$ cat config.mk
export PLATFORM = sky130hd
export DESIGN_NAME = rv32i_lsu
export DESIGN_NICKNAME = d
export VERILOG_FILES = /design/src/rtl/rv32i_lsu.sv
export SDC_FILE = /design/constraint.sdc
export NUM_CORES = 1
export LEC_CHECK = 0
export ABC_CLOCK_PERIOD_IN_PS = 6000
export CORE_UTILIZATION = 46
export DETAILED_ROUTE_END_ITERATION = 16
export PLACE_DENSITY = 0.85
export SLEW_MARGIN = 20
export SYNTH_ARGS = -nofsm -noshare
export SYNTH_HDL_FRONTEND = slang
export SYNTH_SLANG_ARGS = --single-unit
$ cat constraint.sdc
create_clock -name clk -period 6 [get_ports clk]
set_clock_uncertainty 0.15 [all_clocks]
set_input_delay 1.8 -clock clk [delete_from_list [all_inputs] [get_ports clk]]
set_output_delay 1.8 -clock clk [all_outputs]
set_load 0.005 [all_outputs]
$ cat src/rtl/rv32i_lsu.sv
// RV32I load/store unit: one data-memory access at a time with lane strobes,
// store replication and load extension. Optional bus timeout: LSU_TIMEOUT_EN.
module rv32i_lsu #(
    parameter int TIMEOUT_CYCLES = 16
) (
    input  logic        clk,
    input  logic        rst_n,
    input  logic        req_valid,
    output logic        req_ready,
    input  logic        mem_rd,
    input  logic        mem_wr,
    input  logic [2:0]  mem_size,
    input  logic        mem_unsigned,
    input  logic [31:0] addr,
    input  logic [31:0] wdata,
    output logic        resp_valid,
    output logic [31:0] resp_rdata,
    output logic        resp_err,
    output logic        dmem_req,
    output logic        dmem_we,
    output logic [31:0] dmem_addr,
    output logic [3:0]  dmem_be,
    output logic [31:0] dmem_wdata,
    input  logic        dmem_gnt,
    input  logic        dmem_rvalid,
    input  logic [31:0] dmem_rdata
);

    localparam logic [1:0] S_IDLE = 2'd0;
    localparam logic [1:0] S_REQ  = 2'd1;
    localparam logic [1:0] S_WAIT = 2'd2;
    localparam logic [1:0] S_RESP = 2'd3;

    logic [1:0]  state_reg, state_next;
    logic        we_reg;
    logic [1:0]  size_reg;
    logic        unsigned_reg;
    logic [1:0]  lane_reg;
    logic [31:0] addr_reg;
    logic [3:0]  be_reg;
    logic [31:0] wdata_reg;
    logic [31:0] rdata_reg;
    logic        err_reg;

    logic        accept;
    logic        illegal;
    logic        timeout_hit;
    logic [3:0]  be_next;
    logic [31:0] wdata_next;
    logic [31:0] load_data;
    logic        resp_load;
    logic        resp_err_next;
    logic [31:0] resp_rdata_next;
    logic [7:0]  rd_byte [4];
    logic [15:0] rd_half;

    assign accept  = req_valid && (state_reg == S_IDLE);
    assign illegal = (mem_rd == mem_wr)
                  || (mem_size > 3'b010)
                  || ((mem_size == 3'b001) && addr[0])
                  || ((mem_size == 3'b010) && (addr[1:0] != 2'b00));

    always_comb begin
        be_next    = 4'b1111;
        wdata_next = wdata;
        case (mem_size[1:0])
            2'b00: begin
                be_next    = 4'b0001 << addr[1:0];
                wdata_next = {4{wdata[7:0]}};
            end
            2'b01: begin
                be_next    = 4'b0011 << {addr[1], 1'b0};
                wdata_next = {2{wdata[15:0]}};
            end
            default: ;
        endcase
    end

    generate
        for (genvar gi = 0; gi < 4; gi++) begin : g_lane
            assign rd_byte[gi] = dmem_rdata[8*gi +: 8];
        end
    endgenerate

    assign rd_half = lane_reg[1] ? dmem_rdata[31:16] : dmem_rdata[15:0];

    always_comb begin
        load_data = dmem_rdata;
        case (size_reg)
            2'b00: load_data = {{24{rd_byte[lane_reg][7] & ~unsigned_reg}}, rd_byte[lane_reg]};
            2'b01: load_data = {{16{rd_half[15] & ~unsigned_reg}}, rd_half};
            default: ;
        endcase
    end

`ifdef LSU_TIMEOUT_EN
    localparam int CNT_W = $clog2(TIMEOUT_CYCLES + 1);
    logic [CNT_W-1:0] cnt_reg;

    assign timeout_hit = ((state_reg == S_REQ) || (state_reg == S_WAIT))
                      && (cnt_reg == CNT_W'(TIMEOUT_CYCLES - 1));

    always_ff @(posedge clk or negedge rst_n) begin
        if (!rst_n) begin
            cnt_reg <= '0;
        end else if (accept) begin
            cnt_reg <= '0;
        end else if ((state_reg == S_REQ) || (state_reg == S_WAIT)) begin
            cnt_reg <= cnt_reg + CNT_W'(1);
        end
    end
`else
    logic unused_timeout;
    assign unused_timeout = |TIMEOUT_CYCLES;
    assign timeout_hit    = 1'b0;
`endif

    // A completing rvalid wins over a timeout landing in the same cycle.
    always_comb begin
        state_next      = state_reg;
        resp_load       = 1'b0;
        resp_err_next   = 1'b0;
        resp_rdata_next = '0;
        case (state_reg)
            S_IDLE: begin
                if (accept) begin
                    if (illegal) begin
                        state_next    = S_RESP;
                        resp_load     = 1'b1;
                        resp_err_next = 1'b1;
                    end else begin
                        state_next = S_REQ;
                    end
                end
            end
            S_REQ: begin
                if (timeout_hit) begin
                    state_next    = S_RESP;
                    resp_load     = 1'b1;
                    resp_err_next = 1'b1;
                end else if (dmem_gnt) begin
                    state_next = S_WAIT;
                end
            end
            S_WAIT: begin
                if (dmem_rvalid) begin
                    state_next      = S_RESP;
                    resp_load       = 1'b1;
                    resp_rdata_next = we_reg ? 32'd0 : load_data;
                end else if (timeout_hit) begin
                    state_next    = S_RESP;
                    resp_load     = 1'b1;
                    resp_err_next = 1'b1;
                end
            end
            default: state_next = S_IDLE;
        endcase
    end

    always_ff @(posedge clk or negedge rst_n) begin
        if (!rst_n) begin
            state_reg    <= S_IDLE;
            we_reg       <= 1'b0;
            size_reg     <= 2'b00;
            unsigned_reg <= 1'b0;
            lane_reg     <= 2'b00;
            addr_reg     <= '0;
            be_reg       <= '0;
            wdata_reg    <= '0;
            rdata_reg    <= '0;
            err_reg      <= 1'b0;
        end else begin
            state_reg <= state_next;
            if (accept && !illegal) begin
                we_reg       <= mem_wr;
                size_reg     <= mem_size[1:0];
                unsigned_reg <= mem_unsigned;
                lane_reg     <= addr[1:0];
                addr_reg     <= {addr[31:2], 2'b00};
                be_reg       <= be_next;
                wdata_reg    <= wdata_next;
            end
            if (resp_load) begin
                rdata_reg <= resp_rdata_next;
                err_reg   <= resp_err_next;
            end
        end
    end

    assign req_ready  = (state_reg == S_IDLE);
    assign resp_valid = (state_reg == S_RESP);
    assign resp_rdata = rdata_reg;
    assign resp_err   = err_reg;
    assign dmem_req   = (state_reg == S_REQ);
    assign dmem_we    = we_reg;
    assign dmem_addr  = addr_reg;
    assign dmem_be    = be_reg;
    assign dmem_wdata = wdata_reg;

endmodule

==> impl_metrics.yaml, run 1 <==
outcome:
  run_status: "finished clean"
clocking:
  postCtsHoldBufs: 0
  cts_setup_buffers: 0
  cts_buffers: 9
  cts_sinks: 107
  clk_pin_slew_ns: 0.09
  cts_tree: "yes"
  cts_buffer_depth: 2
  h-tree-depth: 3
  ctsResizeCount: 0
  clockRootBuffer: "clkbuf_8"
  insertion_delay_ns: 0.36
detailed_routing:
  drtPass1Iterations: 6
  drc: 0
  vias_per_cell: 5.49
  routedWlPerCell_um: 17.7
  ant_nets: 0
  wirelength_mm: 13.5
  vias: 4180
  initialDrtViolationCount: 158
synthesis:
  synth-seq-cells: 107
  synth_top_area_cell: "dfrtp_1"
  yosysMostFrequentCell: "dfrtp_1"
  synthCells: 426
  yosys-top-cells-count: "107 x dfrtp_1, 50 x mux2_2, 37 x mux2i_1"
  ys_seq_area_share_pct: 53.0
  synth_compound_area_share_pct: 14.5
  async_flop_share_pct: 100
  yosys_warnings: 0
  avgSynthCellArea_sq_um: 11.9
  synth_fa_ha_area_share_pct: 1.24
  synth_top_family_by_area: "multiplexers"
  synthDominantCellAreaShare_pct: 53.0
  synth_edf_count: 0
  synthTopCellsByArea: "dfrtp_1 53%, mux2_2 11%, mux2i_1 7.3%"
  synth_xor_area_share_pct: 0.173
  synth_cell_types: 47
  synth_area_sq_um: 5050
  synth_ff_type: "dfrtp_1"
  muxShareOfSynthArea_pct: 19.1
  synth-simple-area-share_pct: 7.23
placed_design:
  dpl.cell_count: 745
  hpwlAfterDp_mm: 9.94
  portBuffers: 209
  routabilityCongestion: 0.829
setup_path:
  path_class: "input pin to flop"
  crit_slowest_cell: "buf_4"
  startpoint_type: "input pin"
  cp.required_ns: 6.10
  startpoint: "mem_size[0]"
  path_max_fanout: 55
  reg2regPathDepth: 6
  reg2reg_slack_ns: 3.43
  worstSetupEndpointType: "flop"
  max_stage_delay_ns: 0.56
  critPathArrivalTime_ns: 4.14
  rr_startpoint: "state_reg[0]"
  r2r_end: "dmem_addr[9]"
  crit_top_cell: "buf_4"
  crit_chain: "clkdlybuf4s50_1, buf_4, or3_4, a2111oi_4, buf_4, mux2_2"
global_routing:
  antenna_found_initial: 0
  grt_max_degree: 60
  grt_pass1_vias: 4242
  overflow: 0
  track_usage_pct: 24.3
  grt_pass1_wl_mm: 21.4
floorplan:
  rows: 37
  ios: 212
  die_y_um: 107
  core_area_sq_um: 10500
  dieArea_sq_um: 11400
  fp.dieW_um: 107
  initial_core_util_pct: 48.1
sta:
  rsz0062_at_grt: "no"
  tns_ns: 0
  hold_viol: 0
  finalCritPeriodShare_pct: 67.3
  slew_viol_final: 0
  finalSetupViolations: 0
  max_slew.worst_pin.slew_ns: 0.923
  period_needed_ns: 4.04
  max_freq_ghz: 0.248
  max-slew-margin-rel_pct: 38.5
hold_path:
  min_to: "dmem_addr[16]"
  hp-start: "dmem_addr[16]"
  holdPathStages: 1
  hold_class: "flop to flop"
pwr:
  power_leakage_nw: 3.12
  p_per_area_nw_per_um2: 447
  totalPowerFinal_mw: 3.30
  ir_drop_mv: 0.228
layout:
  drive_gt1_share_pct: 12.8
  antennaDiodeCount: 0
  nets: 732
  instances_no_fill: 761
  area_delta_synth_final_pct: 46.2
  fin_util_pct: 70.3
run:
  cap_violations: 0
[placed cells by master, fill, tap and decap left out, types with 9 or more instances in the layout]
| cell | Yosys | routed |
|---|---|---|
| a21oi_1 | 20 | 20 |
| mux2i_1 | 37 | 37 |
| nand2_1 | 15 | 15 |
| nor2_1 | 29 | 28 |
| mux2_2 | 50 | 50 |
| inv_1 | 13 | 13 |
| clkbuf_8 | 0 | 9 |
| dfrtp_1 | 107 | 107 |
| clkdlybuf4s50_1 | 0 | 208 |
| o21ai_0 | 21 | 21 |
| a221o_1 | 16 | 16 |
[worst max path at each step]
stage                                end  slack (ns)
after floorplan            dmem_addr[14]        2.39
after global placement      dmem_addr[9]        1.62
after detailed placement    dmem_addr[9]        1.56
after CTS                   dmem_addr[9]        1.96
after global routing      dmem_wdata[24]        1.88
final                       dmem_addr[9]        1.96
[kinds of logic (layout without fill, tap and decap cells)]
kind of cell,Yosys count,count (layout)
flip-flops,107,107
AO/OA/AOI/OAI,102,102
multiplexers,90,90
AND/OR/NAND/NOR,74,74
buffers and inverters,46,244
adder cells (fa/ha/maj),5,5
other,1,2
XOR/XNOR,1,1
[worst max-delay path, delay by kind of cell]
kind	cells	cell delay, ns
AO/OA/AOI/OAI	1	0.37
multiplexers	1	0.40
buffers and inverters	3	1.17
AND/OR/NAND/NOR	1	0.37
[final cells by class]
cell class              count  area [sq um]
clock inverters             5          77.6
multi-input cells         274          2150
well taps                 136           170
repair buffers            215          2130
fillers                   780          3120
inverters                  13          48.8
flip-flops and latches    107          2680
clock buffers              11           131
[where the power goes]
part / leakage, nW / internal [mW] / switching, mW
Combinational: 1.67 / 0.975 / 0.520
Sequential: 1.36 / 1.06 / 0.271
Clock: 0.103 / 0.234 / 0.238
Total: 3.12 / 2.27 / 1.03
[routing by layer]
layer	vias to the layer above	track usage [%]	part of all wire, %
met3	36	6.02	7.9
met2	198	39.6	49
met1	2025	30.5	40
li1	1921	-	-
met5	-	0	0
met4	0	11.2	3.1
[metrics by stage]
step | setup slack (ns) | hold WS (ns) | area, sq um
final | 1.96 | 0.350 | 7390
after global routing | 1.88 | 0.374 | 7390
after CTS | 1.96 | 0.357 | 7390
after detailed placement | 1.56 | 0.333 | 7180
after global placement | 1.62 | 0.319 | 7180
after floorplan | 2.39 | 0.322 | 5060
Power figures use the tool's default switching activity.
==> inputs of run 2 (changes only) <==
- ABC_CLOCK_PERIOD_IN_PS: 6000 -> 3940
- CORE_UTILIZATION: 46 -> 43
- PLACE_DENSITY: 0.85 -> 0.8
- clock period: 6 -> 3.94 ns (I/O delays scaled with it)
==> impl_metrics.yaml, run 2 (synthesized netlist as in run 1, its figures left out) <==
outcome:
  run_status: "finished clean"
setup_path:
  path_buf_inv: 2
  path_class: "input pin to flop"
  path_max_fanout: 57
  cp.required_ns: 4.02
  worstSetupEndpointType: "flop"
  startpoint_type: "input pin"
  crit_chain: "clkdlybuf4s50_1, or3_4, a2111oi_4, buf_12, mux2_2"
  critPathArrivalTime_ns: 3.36
  crit_family: "buffers and inverters"
  max_stage_delay_ns: 0.51
  crit_slowest_cell: "a2111oi_4"
layout:
  drive_gt1_share_pct: 12.6
  regArea_sq_um: 2680
  nets: 734
  n_fill_cell: 898
  finalInstanceArea_sq_um: 7530
  antennaDiodeCount: 0
  multi_input_area_sq_um: 2150
  area_delta_synth_final_pct: 49.0
  final_common_cell: "clkdlybuf4s50_1"
  layout_common_cells: "208 x clkdlybuf4s50_1, 107 x dfrtp_1, 50 x mux2_2, 37 x mux2i_1, 29 x nor2_1"
global_routing:
  track_usage_pct: 22.9
  grt_max_degree: 58
  grt_pass1_wl_mm: 21.1
  antenna_found_initial: 0
  overflow: 0
  grt_pass1_vias: 4158
floorplan:
  initial_core_util_pct: 44.2
  ios: 212
  die_y_um: 110
  dieArea_sq_um: 12200
  fp.dieW_um: 110
  rows: 39
  core_area_sq_um: 11400
placed_design:
  portBuffers: 209
  hpwlAfterDp_mm: 10.1
  routabilityCongestion: 0.826
  dpl_cell_area_sq_um: 7240
pwr:
  totalPowerFinal_mw: 5.22
  p_per_area_nw_per_um2: 693
  power_leakage_nw: 3.18
  ir_drop_mv: 0.402
sta:
  rsz0062_at_grt: "no"
  max-slew-margin-rel_pct: 37.0
  max_slew.worst_pin.slew_ns: 0.944
  max_freq_ghz: 0.305
  finalCritPeriodShare_pct: 83.3
  hold_viol: 0
  finalSetupViolations: 0
  slew_viol_final: 0
  tns_ns: 0
  period_needed_ns: 3.28
clocking:
  ctsResizeCount: 0
  cts_buffers: 9
  cts_buffer_depth: 2
  clk_pin_slew_ns: 0.07
  postCtsHoldBufs: 0
  cts_sinks: 107
  insertion_delay_ns: 0.34
  h-tree-depth: 3
  cts_setup_buffers: 0
  clockRootBuffer: "clkbuf_16"
  cts_tree: "yes"
detailed_routing:
  routedWlPerCell_um: 17.6
  drc: 0
  drtPass1Iterations: 4
  vias: 4129
  ant_nets: 0
  initialDrtViolationCount: 153
  wirelength_mm: 13.6
  vias_per_cell: 5.36
run:
  cap_violations: 0
hold_path:
  hold_class: "flop to flop"
## run 2: path summary, 6_finish.rpt
check	start	end	slack, ns	cells after the start
worst max-delay path	addr[1]	dmem_addr[8]	0.66	5
worst min-delay path	resp_rdata[7]	resp_rdata[7]	0.33	1
worst max register to register	lane_reg[1]	resp_rdata[28]	1.48	5
worst min register to register	resp_rdata[7]	resp_rdata[7]	0.33	1
max in group asynchronous	rst_n	resp_rdata[8]	2.15	2
min in group asynchronous	rst_n	state_reg[1]	0.73	1
## run 2: routing by layer
layer  routed length (um)  track usage [%]  part of all wire, %
met1                 5350             27.9                   39
met2                 6940             39.3                   51
met3                 1110             6.00                  8.2
met4                  182             7.99                  1.3
met5                    0                0                    0
## run 2: area by class of cell
cell class | instances | area share (%)
flip-flops and latches | 107 | 35.6
clock buffers | 14 | 3.37
repair buffers | 217 | 29.1
clock inverters | 2 | 0.465
well taps | 143 | 2.38
multi-input cells | 274 | 28.5
inverters | 13 | 0.648
## run 2: stage by stage
step	worst slack, ns	utilization (%)	std cells	hold WS (ns)
after floorplan	0.948	-	427	0.322
after global placement	0.383	63.4	754	0.317
after detailed placement	0.312	63.4	754	0.322
after CTS	0.675	65.9	770	0.337
after global routing	0.603	65.9	770	0.351
final	0.658	65.9	770	0.333
## run 2: report_power, final
group          internal [mW]  switching [mW]
sequential              1.62           0.404
clock                  0.511           0.388
combinational           1.49           0.796
total                   3.63            1.59
